$ cat config.mk
export PLATFORM = sky130hd
export DESIGN_NAME = analog_mux_sched
export DESIGN_NICKNAME = d
export VERILOG_FILES = /design/src/rtl/analog_mux_sched_pkg.sv /design/src/rtl/analog_mux_sched_rr_pick.sv /design/src/rtl/analog_mux_sched.sv
export SDC_FILE = /design/constraint.sdc
export NUM_CORES = 1
export LEC_CHECK = 0
export CORE_UTILIZATION = 50
export CTS_CLUSTER_SIZE = 25
export DETAILED_ROUTE_END_ITERATION = 6
export HOLD_SLACK_MARGIN = 0.15
export PLACE_DENSITY_LB_ADDON = 0.05
export SYNTH_ARGS = -nofsm -noshare
export SYNTH_HDL_FRONTEND = slang
export SYNTH_HIERARCHICAL = 1
export SYNTH_SLANG_ARGS = --single-unit
$ cat constraint.sdc
create_clock -name clk -period 5.65 [get_ports clk]
set_input_delay 0.565 -clock clk [delete_from_list [all_inputs] [get_ports clk]]
set_output_delay 0.565 -clock clk [all_outputs]
set_load 0.005 [all_outputs]
$ cat src/rtl/analog_mux_sched_pkg.sv
// Shared types and helpers for the analog mux scheduler.
package analog_mux_pkg;

    localparam int unsigned AMUX_MAX_NCH = 8;

    typedef enum logic [1:0] {
        IDLE,
        BREAK,
        SETTLE,
        GRANT
    } amux_state_t;

    // Largest of three interval parameters; sizes the shared down-counter.
    function automatic int unsigned amux_max3(input int unsigned a,
                                              input int unsigned b,
                                              input int unsigned c);
        int unsigned m;
        m = a;
        if (b > m) m = b;
        if (c > m) m = c;
        return m;
    endfunction

endpackage

$ cat src/rtl/analog_mux_sched_rr_pick.sv
// Round-robin picker: first set request at or after ptr, in modular order.
module rr_pick #(
    parameter int unsigned NCH  = 2,
    parameter int unsigned SELW = (NCH > 1) ? $clog2(NCH) : 1
) (
    input  logic [NCH-1:0]  req_i,
    input  logic [SELW-1:0] ptr_i,
    output logic [SELW-1:0] idx_o,
    output logic            valid_o
);

    logic [NCH-1:0] rot;
    int unsigned    pos;

    // Rotate requests so ptr lands at bit 0, then take the lowest set bit.
    always_comb begin
        rot     = NCH'({req_i, req_i} >> ptr_i);
        idx_o   = '0;
        valid_o = 1'b0;
        pos     = 0;
        for (int unsigned k = 0; k < NCH; k++) begin
            if (!valid_o && rot[k]) begin
                valid_o = 1'b1;
                pos     = 32'(ptr_i) + k;
                if (pos >= NCH) pos = pos - NCH;
                idx_o   = SELW'(pos);
            end
        end
    end

endmodule

$ cat src/rtl/analog_mux_sched.sv
// Shares one analog mux between NCH requesters with break-before-make
// dead time and a settling interval before grant.
module analog_mux_sched
    import analog_mux_pkg::*;
#(
    parameter int unsigned NCH        = 2,
    parameter int unsigned SELW       = (NCH > 1) ? $clog2(NCH) : 1,
    parameter int unsigned DEAD_CYC   = 2,
    parameter int unsigned SETTLE_CYC = 8,
    parameter int unsigned HOLD_MAX   = 0
) (
    input  logic            clk,
    input  logic            resetn,
    input  logic [NCH-1:0]  req,
    input  logic            ana_ok,
    output logic [SELW-1:0] sel,
    output logic            en,
    output logic [NCH-1:0]  gnt,
    output logic            busy,
    output logic            timeout
);

    localparam int unsigned CNT_MAX = amux_max3(DEAD_CYC, SETTLE_CYC, HOLD_MAX);
    localparam int unsigned CNT_W   = $clog2(CNT_MAX + 1);

    amux_state_t     state_q, state_d;
    logic [SELW-1:0] sel_q, sel_d;
    logic [SELW-1:0] ptr_q, ptr_d;
    logic [CNT_W-1:0] cnt_q, cnt_d;
    logic [NCH-1:0]  gnt_q, gnt_d;
    logic            en_q, en_d;
    logic            busy_q, busy_d;
    logic            timeout_q, timeout_d;

    logic [SELW-1:0] pick_idx;
    logic            pick_valid;
    logic            req_win;
    logic            cnt_last;
    logic            hold_expire;
    logic [SELW-1:0] next_ptr;

    rr_pick #(
        .NCH  (NCH),
        .SELW (SELW)
    ) u_rr_pick (
        .req_i   (req),
        .ptr_i   (ptr_q),
        .idx_o   (pick_idx),
        .valid_o (pick_valid)
    );

    assign req_win     = req[sel_q];
    assign cnt_last    = (cnt_q <= CNT_W'(1));
    assign hold_expire = (HOLD_MAX != 0) && cnt_last;
    assign next_ptr    = (sel_q == SELW'(NCH - 1)) ? '0 : sel_q + SELW'(1);

    // State register.
    always_ff @(posedge clk or negedge resetn) begin
        if (!resetn) state_q <= IDLE;
        else         state_q <= state_d;
    end

    // Next-state logic; supply loss overrides everything.
    always_comb begin
        state_d = state_q;
        if (!ana_ok) begin
            state_d = IDLE;
        end else begin
            case (state_q)
                IDLE:    if (pick_valid) state_d = BREAK;
                BREAK:   if (!req_win) state_d = IDLE;
                         else if (cnt_last) state_d = SETTLE;
                SETTLE:  if (!req_win) state_d = IDLE;
                         else if (cnt_last) state_d = GRANT;
                GRANT:   if (!req_win || hold_expire) state_d = IDLE;
                default: state_d = IDLE;
            endcase
        end
    end

    // Output and datapath next values, keyed on the transition taken.
    always_comb begin
        sel_d     = sel_q;
        ptr_d     = ptr_q;
        cnt_d     = cnt_q;
        gnt_d     = gnt_q;
        en_d      = en_q;
        timeout_d = 1'b0;
        busy_d    = (state_d != IDLE);
        case (state_q)
            IDLE: begin
                if (state_d == BREAK) begin
                    sel_d = pick_idx;
                    cnt_d = CNT_W'(DEAD_CYC);
                end
            end
            BREAK: begin
                if (state_d == SETTLE) begin
                    en_d  = 1'b1;
                    cnt_d = CNT_W'(SETTLE_CYC);
                end else begin
                    cnt_d = cnt_q - CNT_W'(1);
                end
            end
            SETTLE: begin
                if (state_d == GRANT) begin
                    gnt_d = NCH'(1) << sel_q;
                    cnt_d = CNT_W'(HOLD_MAX);
                end else begin
                    cnt_d = cnt_q - CNT_W'(1);
                end
            end
            GRANT: begin
                if (state_d == IDLE) begin
                    ptr_d     = next_ptr;
                    // Still requested and supply good: only a hold expiry releases.
                    timeout_d = ana_ok && req_win;
                end else if (HOLD_MAX != 0) begin
                    cnt_d = cnt_q - CNT_W'(1);
                end
            end
            default: ;
        endcase
        if (state_d == IDLE) begin
            en_d  = 1'b0;
            gnt_d = '0;
        end
    end

    // Output and datapath registers.
    always_ff @(posedge clk or negedge resetn) begin
        if (!resetn) begin
            sel_q     <= '0;
            ptr_q     <= '0;
            cnt_q     <= '0;
            gnt_q     <= '0;
            en_q      <= 1'b0;
            busy_q    <= 1'b0;
            timeout_q <= 1'b0;
        end else begin
            sel_q     <= sel_d;
            ptr_q     <= ptr_d;
            cnt_q     <= cnt_d;
            gnt_q     <= gnt_d;
            en_q      <= en_d;
            busy_q    <= busy_d;
            timeout_q <= timeout_d;
        end
    end

    assign sel     = sel_q;
    assign en      = en_q;
    assign gnt     = gnt_q;
    assign busy    = busy_q;
    assign timeout = timeout_q;

endmodule

# Yosys cells after proc, flatten, opt, wreduce, memory -nomap -nowiden
# Index checks and enable logic that the tools add are counted.
[totals]
inputBits = 5
register_bits = 13
[op_classes]
reduce_logical = 16
eq_ne = 7
addsub = 5
shifts = 2
n_lt_le_gt_ge = 4
mux = 29
[ops]
columns = ["operator", "count"]
rows = [
  ["two-way mux 2 bit", 10],
  ["two-way mux 1 bit", 14],
  ["two-way mux 4 bit", 3],
  ["one-hot mux 4 bit (3 select lines)", 1],
  ["AND reduction 2 bit", 5],
  ["nonzero test 2 bit", 5],
  ["equality test 2 bit (second input constant)", 4],
  ["one-hot mux 2 bit (4 select lines)", 1],
  ["equality test 2 x 1 -> 1 bit (second input constant)", 2],
  ["less-or-equal comparator 4 x 1 -> 1 bit (second input constant)", 1],
  ["zero test 2 bit", 2],
  ["right shift 4 x 1 -> 2 bit", 1],
  ["subtractor 4 x 1 -> 4 bit (second input constant)", 1],
  ["nonzero test 3 bit", 1],
  ["adder 1 x 1 -> 2 bit (second input constant)", 1],
  ["greater-or-equal comparator 1 x 2 -> 1 bit (second input constant)", 1],
  ["greater-or-equal comparator 2 bit (second input constant)", 1],
  ["logical AND 1 bit", 2],
  ["< comparator 1 x 2 -> 1 bit (second input constant)", 1],
  ["!= test 2 bit (second input constant)", 1],
  ["<< shifter 1 x 1 -> 2 bit (first input constant)", 1],
  ["subtractor 1 bit (second input constant)", 2],
  ["adder 1 bit (second input constant)", 1],
  ["zero test 1 bit", 1],
]

# Logic depth before layout (Yosys ltp)
# Gate-level depths: netlist of run 1.
[logic_depth]
depth_word = 12
ltp_mapped = 13

# Modules after synthesis
# Netlist of run 1, hierarchy kept.
[by_module_without_submodules]
columns = ["module", "cells_each", "seq_area_each_um2", "n_inst", "area_per_inst_um2"]
rows = [
  ["analog_mux_sched", 90, 325.3, 1, 834.6],
  ["rr_pick", 3, 0.0, 1, 17.5],
]

# Worst setup path before layout of run 1
# No wires, ideal clock.
[synth_timing]
path_type = "reg2reg"
start = "reg state_q[1]"
end = "reg cnt_q[0]"
slack_ns = 3.423
stages_incl_launch_ff = 13
required_ns = 5.525
path_buffers = 0
period_less_slack_ns = 2.227
t_arrival_ns = 2.102
cell_sequence = "dfrtp_1 -> inv_1 -> ha_1 -> a21oi_1 -> o21ai_0 -> nand3_1 -> a21o_2 -> inv_1 -> ha_1 -> nor2b_1 -> o21ai_0 -> nor2_1 -> mux2_2"
[synth_via]
elab_cells_between_ends = 21
cone_classes = "7 x eq/ne; 11 x mux; 3 x reduce/logical"
[synth_lines]
columns = ["element", "line_no", "text"]
rows = [
  ["start, declared", "analog_mux_sched.sv:26", "amux_state_t state_q, state_d;"],
  ["start signal, assigned", "analog_mux_sched.sv:60", "else state_q <= state_d;"],
  ["equality test 2 bit, or another cell as far along", "analog_mux_sched.sv:69", "case (state_q)"],
  ["one-hot mux 2 bit (4 select lines) *", "analog_mux_sched.sv:69", ""],
  ["two-way mux 2 bit *", "analog_mux_sched.sv:66", "if (!ana_ok) begin"],
  ["via state_d[0]", "analog_mux_sched.sv:26", ""],
  ["equality test 2 bit, or another cell as far along", "analog_mux_sched.sv:106", "if (state_d == GRANT) begin"],
  ["two-way mux 4 bit, or another cell as far along", "analog_mux_sched.sv:106", ""],
  ["one-hot mux 4 bit (3 select lines) or AND reduction 2 bit (tied branches)", "n/a", ""],
  ["end signal, assigned", "analog_mux_sched.sv:143", "cnt_q <= cnt_d;"],
  ["end, declared", "analog_mux_sched.sv:29", "logic [CNT_W-1:0] cnt_q, cnt_d;"],
]
# Mark *: on every way through the listed nets, which the timed path passes. The rest lies on a longest branch.
# A chain may end at the register's enable or synchronous reset.

# Worst setup path in the final report of run 1
[layout_timing]
start = "in req[1]"
end = "reg cnt_q[0]"
[layout_via]
elab_chain_len = 11
elab_cells_between_ends = 21
cone_classes = "4 x eq/ne; 1 x shift; 13 x mux; 3 x reduce/logical"
[layout_lines]
columns = ["element", "line_no", "text"]
rows = [
  ["start, declared", "analog_mux_sched.sv:14", "input logic [NCH-1:0] req,"],
  ["right shift 4 x 1 -> 2 bit", "analog_mux_sched_rr_pick.sv:17", "rot = NCH'({req_i, req_i} >> ptr_i);"],
  ["two-way mux 1 bit", "analog_mux_sched_rr_pick.sv:22", "if (!valid_o && rot[k]) begin"],
  ["zero test 1 bit", "analog_mux_sched_rr_pick.sv:22", ""],
  ["logical AND 1 bit", "analog_mux_sched_rr_pick.sv:22", ""],
  ["two-way mux 1 bit", "analog_mux_sched_rr_pick.sv:22", ""],
  ["two-way mux 2 bit", "analog_mux_sched.sv:70", "IDLE: if (pick_valid) state_d = BREAK;"],
  ["one-hot mux 2 bit (4 select lines) *", "analog_mux_sched.sv:69", ""],
  ["two-way mux 2 bit *", "analog_mux_sched.sv:66", ""],
  ["via state_d[0]", "analog_mux_sched.sv:26", ""],
  ["equality test 2 bit, or another cell as far along", "analog_mux_sched.sv:106", ""],
  ["two-way mux 4 bit, or another cell as far along", "analog_mux_sched.sv:106", ""],
  ["one-hot mux 4 bit (3 select lines) or AND reduction 2 bit (tied branches)", "n/a", ""],
]
# Mark *: on every way through the listed nets, which the timed path passes. The rest lies on a longest branch. The select of a mux whose other input is x is not followed.

==> run summary, run 1 <==
Cells after synthesis = 93
Hold-fix buffers, CTS = 0
Reg2Reg Setup Slack = 3100 ps
TritonCTS buffer count = 3
Area of the multi-input gates = 482 sq um
Data required, critical path = 5810 ps
Share of cells above drive strength 1 = 8.41%
Largest net degree at the start of global routing = 14
Reg2reg end = cnt_q[0]
Fin Clk Skew = 1.33 ps
RR Startpoint = cnt_q[0]
Top cell type by total area after synthesis = dfrtp_1
Final hold viol count = 0
Final nets = 124
Clock transition at path regs = 80 ps
Critical setup path kind = in2reg
DRC violations left = 0
Area Growth Syn to Fin = 17.2%
Core area = 0.00154 sq mm
Worst-skew pair later-pin latency = 270 ps
Hold Path Class = reg2reg
Remaining global-route overflow = 0
Finished Layout Cells = 123
Register area share after synthesis = 38.2%
CTS root buf = clkbuf_4
Final Max Tran Viols = 0
Flops & latches, synth = 13
Initial antenna violation count = 0
Filler instances = 137
Setup TNS = 0 ps
Cell area after synthesis = 852 sq um
Cts repair resizes = 0
Max cap viols = 0
Unique cell type count in the Yosys netlist = 27
ANT nets after route = 0
Number of synthesized flops with an enable pin = 0
Final Critical Period = 2590 ps
Slew HR = 58.3%
Status = finished, final reports clean
Mean Syn Cell Area = 9.16 sq um
Initial DRC Count = 4
Worst vdd ir = 230 uV
Cells on worst reg2reg path = 12
Detailed Place HPWL = 1310 microns
Die width = 43.3 microns
Top post-synthesis cells by area = dfrtp_1 38%, ha_1 16%, o21ai_0 5.9%
Worst setup SP type = primary input
TritonCTS clock tree = yes
Bufs on Longest Clock Path = 2
Die height = 43.3 microns
Setup crit end kind = flip-flop
Via count = 668
Synth Flop Type = dfrtp_1
Cell Rows = 14
Placed insts = 119
FF+latch area = 325 sq um
Number of global-route vias before repair = 677
Crit path max fanout = 6
GRT Util Overall = 21.0%
Critical Path Source = req[1]
Setup Fix Bufs, Post-CTS = 0
Hold_sp = ptr_q
Final WL = 1650 microns
Fraction of registers with async set/reset = 100%
Power Density = 425 mW/mm^2
Per-cell routed wire length = 13.4 microns
Synth top area share = 38.2%
Crit path DAT = 2750 ps
Global-route wire length before repair = 2890 microns
Antenna Cells = 0
Number of synthesis warnings = 6
FMAX = 0.386 GHz
Die area = 0.00187 sq mm
Worst setup endpoint = cnt_q[0]
1st-pass router iterations = 4
Vias per cell = 5.43
Final critical-path share of the clock period = 45.8%
Final setup vio count = 0
I/O Pins = 11
LEAKAGE = 0.473 nW
H-tree depth = 1
Post-Syn Nets = 109
Starting Density = 55.3%
Routability Congestion = 0.821
Worst slew pin tran = 624 ps
Sink Count = 13
RSZ-0062 raised after global routing = false
Port Buffers = 10
metal layers:
layer	wire length, microns	GRT usage [%]
met4	15	7.27
met2	736	31.6
met3	68	4.26
met1	832	29.8
met5	0	0
cell usage after synthesis (all sizes together), types with 2 or more instances:
cell / instances
dfrtp: 13
inv: 12
ha: 11
o21ai: 10
nand2: 8
nor2: 7
a21oi: 4
a21o: 3
nor2b: 3
nor3: 3
mux2: 2
mux2i: 2
nand3: 2
nor3b: 2
state kept, by name (all words and copies together) (netlist names):
| register | count |
|---|---|
| busy | 1 |
| cnt_q | 4 |
| sel | 1 |
| en | 1 |
| timeout | 1 |
| state_q | 2 |
| gnt | 2 |
| ptr_q | 1 |
cell families (layout without fill, tap and decap cells):
logic type                 Yosys count  after routing  synth area share (%)
AOI/OAI and AO/OA                   25             25                  19.1
xor gates and xnor gates             1              1                  1.03
adders and majority gates           11             11                  16.2
buffers and inverters               12             26                  5.29
DFF                                 13             13                  38.2
muxes                                4              4                  4.99
and+or+nand+nor                     27             27                  15.3
per-stage QoR:
step / worst slack (ps) / util [%] / hold slack [ps] / cell area [sq um] / power [W]
after detailed placement: 2770 / 63.1 / 486 / 972 / 0.000369
after CTS: 3050 / 64.8 / 505 / 998 / 0.000428
after floorplan: 3420 / - / 269 / 852 / 0.000309
after global routing: 2810 / 64.8 / 540 / 998 / 0.000467
after global placement: 2860 / 63.1 / 468 / 972 / 0.000363
final: 3060 / 64.8 / 498 / 998 / 0.000424
worst max-delay path, stage by stage:
cell             delay, ps
clkdlybuf4s50_1        430
mux2i_1                270
inv_1                   60
o21ai_0                290
a21o_2                 190
inv_1                   80
ha_1                   220
inv_1                   60
a21o_1                 210
nor2_1                  80
mux2_2                 270
cell usage in the layout (no fill, tap or decap), types with 2 or more instances in the layout:
cell,Yosys,layout
clkdlybuf4s50_1,0,10
mux2_2,2,2
mux2i_1,2,2
dfrtp_1,13,13
nor3b_1,2,2
a21oi_1,4,4
nor3_1,3,3
nand3_1,2,2
a21o_1,2,2
ha_1,11,11
nor2b_1,3,3
clkbuf_4,0,3
inv_1,12,12
o21ai_0,10,10
nor2_1,6,6
nand2_1,8,8
layout make-up:
| class | instances | share of cell area [%] |
|---|---|---|
| timing repair buffer | 10 | 10.0 |
| sequential | 13 | 32.6 |
| tap | 16 | 2.01 |
| inverter | 12 | 4.51 |
| multi-input combinational | 68 | 48.2 |
| clock buffer | 4 | 2.63 |
where the power goes:
part | internal, W | switching (W)
combinational | 0.000105 | 0.000121
clock | 0.0000273 | 0.0000301
sequential | 0.000118 | 0.0000228
total | 0.000251 | 0.000174
worst min-delay path by stage:
stage	endpoint	slack [ps]	depth (start not counted)
floorplan	busy	270	0
global placement	ptr_q	470	2
detailed placement	ptr_q	490	2
CTS	ptr_q	500	2
global route	ptr_q	540	2
finish	ptr_q	500	2
Note: power is estimated with default switching activity, not from simulation.
==> inputs of run 2 (changes only) <==
- clock period: 5.65 -> 2.5 ns (I/O delays scaled with it)
==> run 2 against run 1 <==
Hold slack worse by 160 ps. Register-to-register slack got worse by 3000 ps. Sequential cell count unchanged. First-iteration DRC count increased to 3.5 times the previous value. Critical path type is now reg2reg.
==> run summary, run 2 (synthesis gave the netlist of run 1 again) <==
Worst slew pin tran = 590 ps
Die area = 0.00187 sq mm
Remaining global-route overflow = 0
Final setup vio count = 0
Post-route setup slack = 137 ps
Worst setup SP type = flip-flop
Data required, critical path = 2660 ps
ANT nets after route = 0
Share of cells above drive strength 1 = 20.5%
Fin Clk Skew = 3.64 ps
Initial antenna violation count = 0
Port Buffers = 10
Via count = 713
Final hold viol count = 0
LEAKAGE = 0.494 nW
Final WL = 1700 microns
Crit path max fanout = 3
Setup crit end kind = flip-flop
Area Growth Syn to Fin = 24.7%
Worst vdd ir = 491 uV
Slew HR = 60.5%
Core area = 0.00154 sq mm
Crit path DAT = 2520 ps
CTS root buf = clkbuf_4
Switching fraction of total power = 40.4%
Hold Path Class = in2async
Reg2Reg Setup Slack = 140 ps
DRC violations left = 0
Die height = 43.3 microns
Starting Density = 55.3%
Cell internal pwr = 0.000623 W
Per-cell routed wire length = 13.3 microns
Commonest non-fill, non-tap cells in the layout = 12 x dfrtp_1, 10 x inv_1, 10 x clkdlybuf4s50_1
Final critical-path share of the clock period = 94.5%
FMAX = 0.423 GHz
Largest net degree at the start of global routing = 14
H-tree depth = 1
Routability Congestion = 0.831
I/O Pins = 11
Setup WS pre-CTS = -24.8 ps
Clock transition at path regs = 80 ps
Final nets = 129
Initial DRC Count = 14
1st-pass router iterations = 4
Reg power frac = 30.8%
Commonest non-fill, non-tap cell in the layout = dfrtp_1
Clock power share = 12.6%
Detailed Place HPWL = 1320 microns
GRT Util Overall = 20.8%
Vias per cell = 5.57
Bufs on Longest Clock Path = 2
Max reg flops = 4
Total power = 0.00105 W
Worst-skew pair later-pin latency = 270 ps
Status = finished, final reports clean
Critical setup path kind = reg2reg
Final Critical Period = 2360 ps
Number of global-route vias before repair = 673
Top reg by flops = cnt_q
Final Max Tran Viols = 0
Antenna Cells = 0
TritonCTS clock tree = yes
Sink Count = 13
Power Density = 985 mW/mm^2
TritonCTS buffer count = 3
Global-route wire length before repair = 2840 microns
Combinational share of power = 56.6%
Die width = 43.3 microns
Cell Rows = 14
Sw Pwr = 0.000423 W
Max cap viols = 0
-- run 2: cell types whose count changed in the layout (fill, tap and decap cells not counted), sizes merged --
cell	change
buf	+5
-- run 2: path summary, 6_finish.rpt --
kind,startpoint,end,cells past startpoint
min in group clk,ptr_q,ptr_q,2
hold / removal,resetn,timeout,1
max in group asynchronous,resetn,state_q[1],1
setup reg to reg,cnt_q[1],cnt_q[0],12
setup / recovery,cnt_q[1],cnt_q[0],12
hold reg to reg,ptr_q,ptr_q,2
-- run 2: critical path: stages (launching register included) --
cell and delay (ps):
dfrtp_1 410, inv_1 90, ha_2 200, nor2_2 50, o31a_1 230, o21ai_1 140
a32oi_1 90, nor2b_2 230, ha_2 220, nor2b_1 60, o21ai_1 180, nor2_1 70
mux2_2 270
-- run 2: timing repair --
item,4_1_cts,5_1_grt
buffers inserted,0,1
pin swaps,0,2
gates resized for setup,2,11
hold buffers,0,0
setup endpoints to repair,1,6
-- run 2: final cells by class --
class	instances	area, sq um
clock buffers	4	26.3
fillers	130	479
inverters	12	45.0
multi-input cells	68	507
flip-flops and latches	13	327
well taps	16	20.0
repair buffers	15	138
-- run 2: power groups by stage --
stage | clock (W) | combinational [W] | sequential (W)
5_1_grt | 0.000144 | 0.000666 | 0.000328
3_3_place_gp | 0 | 0.000546 | 0.000320
2_1_floorplan | 0 | 0.000385 | 0.000313
3_5_place_dp | 0 | 0.000554 | 0.000321
6_report | 0.000132 | 0.000592 | 0.000322
4_1_cts | 0.000134 | 0.000562 | 0.000317
-- run 2: metrics by stage --
step / setup TNS, ps / util, % / std cells / hold slack [ps] / cell area (sq um)
floorplan: 0 / - / 93 / -45.6 / 852
global placement: 0 / 65.0 / 123 / 466 / 1000
detailed placement: -37.7 / 65.0 / 123 / 473 / 1000
CTS: 0 / 67.0 / 127 / 364 / 1030
global route: -4.49 / 68.9 / 128 / 400 / 1060
finish: 0 / 68.9 / 128 / 342 / 1060
-- run 2: per-layer routing --
layer	part of all wire, %	routed length (microns)	GRT usage, %
met1	50	848	26.1
met2	45	762	32.8
met3	3.3	57	4.26
met4	2.0	34	12.1
met5	0	0	0
==> inputs of run 3 (changes only) <==
- ABC_AREA: unset -> 1
==> run 3 against run 2 <==
First-iteration DRC count rose by 21%. Area after synthesis fell by 1.9%. Highest routed layer unchanged. Sequential cell count unchanged. Die area fell by 1.8%. Clock power rose by 4%. Design area down 5.4%. Register-to-register slack improved by 70 ps.
==> run summary, run 3 <==
H-tree depth = 1
Placed insts = 136
Flops & latches, synth = 13
Per-cell routed wire length = 12.2 microns
Worst slew pin tran = 624 ps
Critical-path cell list = inv_2, ha_1, inv_1, nand2_1, o21ai_1, nand2_1, a21oi_1, nor2_1, nand2_1, inv_1, ha_1, o22ai_1, o211ai_1, nand2_1, nand2_1, inv_1
1st-pass router iterations = 6
Global-route wire length before repair = 2950 microns
Synth top cells by count = 27 x nand2_1, 22 x inv_1, 13 x dfrtp_1
Port Buffers = 10
Hold Path Class = in2async
Data required, critical path = 2740 ps
Commonest non-fill, non-tap cell in the layout = nand2_1
Worst setup SP type = flip-flop
Worst-skew pair later-pin latency = 290 ps
Largest net degree at the start of global routing = 14
Share of cells above drive strength 1 = 9.60%
Critical path's largest stage delay = 390 ps
Most frequent cell after synthesis = nand2_1
Finished Layout Cells = 141
Cells on worst reg2reg path = 16
Post-route setup slack = 203 ps
Die height = 42.9 microns
Starting Density = 54.2%
Crit path max fanout = 5
Area Growth Syn to Fin = 20.2%
LEAKAGE = 0.545 nW
Remaining global-route overflow = 0
Cell Rows = 14
Detailed Place HPWL = 1270 microns
Worst vdd ir = 603 uV
Setup crit end kind = flip-flop
Most frequent CP cell = nand2_1
Final setup vio count = 0
Cell area after synthesis = 836 sq um
TritonCTS buffer count = 3
FMAX = 0.435 GHz
Final Critical Period = 2300 ps
Initial DRC Count = 17
Routability Congestion = 0.945
Top post-synthesis cells by area = dfrtp_1 39%, ha_1 16%, nand2_1 12%
Fraction of registers with async set/reset = 100%
Bufs on Longest Clock Path = 2
Slew HR = 58.3%
Fin Clk Skew = 2.06 ps
Via count = 729
DRC violations left = 0
Post-Syn Nets = 125
Vias per cell = 5.17
Area post-placement = 963 sq um
Slowest CP cell = dfrtp_1
Power Density = 944 mW/mm^2
Final critical-path share of the clock period = 91.9%
Max reg flops = 4
Final nets = 142
Number of synthesized flops with an enable pin = 0
Number of global-route vias before repair = 661
Crit path DAT = 2530 ps
TritonCTS clock tree = yes
Critical setup path kind = reg2reg
Cells after synthesis = 109
Hold-fix buffers, CTS = 0
Total power = 0.000949 W
Mean Syn Cell Area = 7.67 sq um
Max cap viols = 0
Register area share after synthesis = 38.9%
Initial antenna violation count = 0
Number of synthesis warnings = 6
Filler instances = 150
Final Max Tran Viols = 0
I/O Pins = 11
Core area = 0.00154 sq mm
Sink Count = 13
Synth Flop Type = dfrtp_1
GRT Util Overall = 22.3%
Final hold viol count = 0
Layout Cell Area excl Fill = 0.00100 sq mm
Top reg by flops = cnt_q
ANT nets after route = 0
Clock transition at path regs = 80 ps
Top cell type by total area after synthesis = dfrtp_1
Die width = 42.9 microns
Synth top area share = 38.9%
Unique cell type count in the Yosys netlist = 17
Status = finished, final reports clean
CTS root buf = clkbuf_4
Setup WS pre-CTS = 163 ps
Die area = 0.00184 sq mm
Final WL = 1720 microns
Commonest non-fill, non-tap cells in the layout = 27 x nand2_1, 20 x inv_1, 12 x dfrtp_1
Antenna Cells = 0
[run 3: cell count changes after synthesis, sizes merged, moves of 3 or more]
| cell | delta |
|---|---|
| inv | +10 |
| nor3 | -3 |
| nor2b | -3 |
| nand2 | +20 |
| nand3 | +7 |
| a21o | -3 |
[run 3: metal layers]
| metal | track usage, % | share of wire, % | wire length, microns |
|---|---|---|---|
| met1 | 33.2 | 51 | 877 |
| met2 | 29.7 | 41 | 710 |
| met3 | 3.83 | 5.1 | 87 |
| met4 | 13.1 | 2.3 | 39 |
| met5 | 0 | 0 | 0 |
[run 3: cell families after synthesis]
kind of cell / synth area share, %
compound gates: 11.2
xor+xnor: 1.05
fa+ha+maj: 16.5
buf+inv: 9.88
flops: 38.9
simple gates: 22.5
[run 3: final timing paths]
path | start | end | slack, ps
hold / removal | resetn | cnt_q[0] | 340
setup reg to reg | state_q[0] | cnt_q[2] | 200
max in group asynchronous | resetn | state_q[1] | 1710
hold reg to reg | en | en | 480
min in group clk | en | en | 480
setup / recovery | state_q[0] | cnt_q[2] | 200
[run 3: per-stage QoR]
step / utilization, % / hold WS (ps) / setup TNS (ps)
finish: 65.2 / 343 / 0
global route: 65.2 / 414 / -22.8
CTS: 64.2 / 362 / 0
detailed placement: 62.5 / 462 / 0
global placement: 62.5 / 459 / 0
floorplan: - / -45.6 / 0
[run 3: area by class of cell]
class | count | area (sq um) | share of cell area, %
inverters | 22 | 82.6 | 8.22
well taps | 16 | 20.0 | 1.99
clock buffers | 4 | 26.3 | 2.62
multi-input cells | 74 | 434 | 43.2
flip-flops and latches | 13 | 327 | 32.5
repair buffers | 12 | 115 | 11.5
[run 3: timing repair]
| item | in CTS | in global routing |
|---|---|---|
| gates resized for setup | 0 | 5 |
| buffers inserted | 0 | 1 |
| setup endpoints to repair | 0 | 4 |
[run 3: critical path: cells and delay by family, from the launching register on]
kind | cells | cell delay [ps]
AND/OR/NAND/NOR | 6 | 470
AO/OA/AOI/OAI | 4 | 630
flip-flops | 1 | 390
adder cells (fa/ha/maj) | 2 | 400
buffers and inverters | 4 | 350
[run 3: power by group]
part           leakage [nW]  internal, W  total, W  switching, W
clock network        0.0150    0.0000622  0.000137     0.0000746
registers             0.167     0.000281  0.000328     0.0000461
logic                 0.363     0.000203  0.000484      0.000281
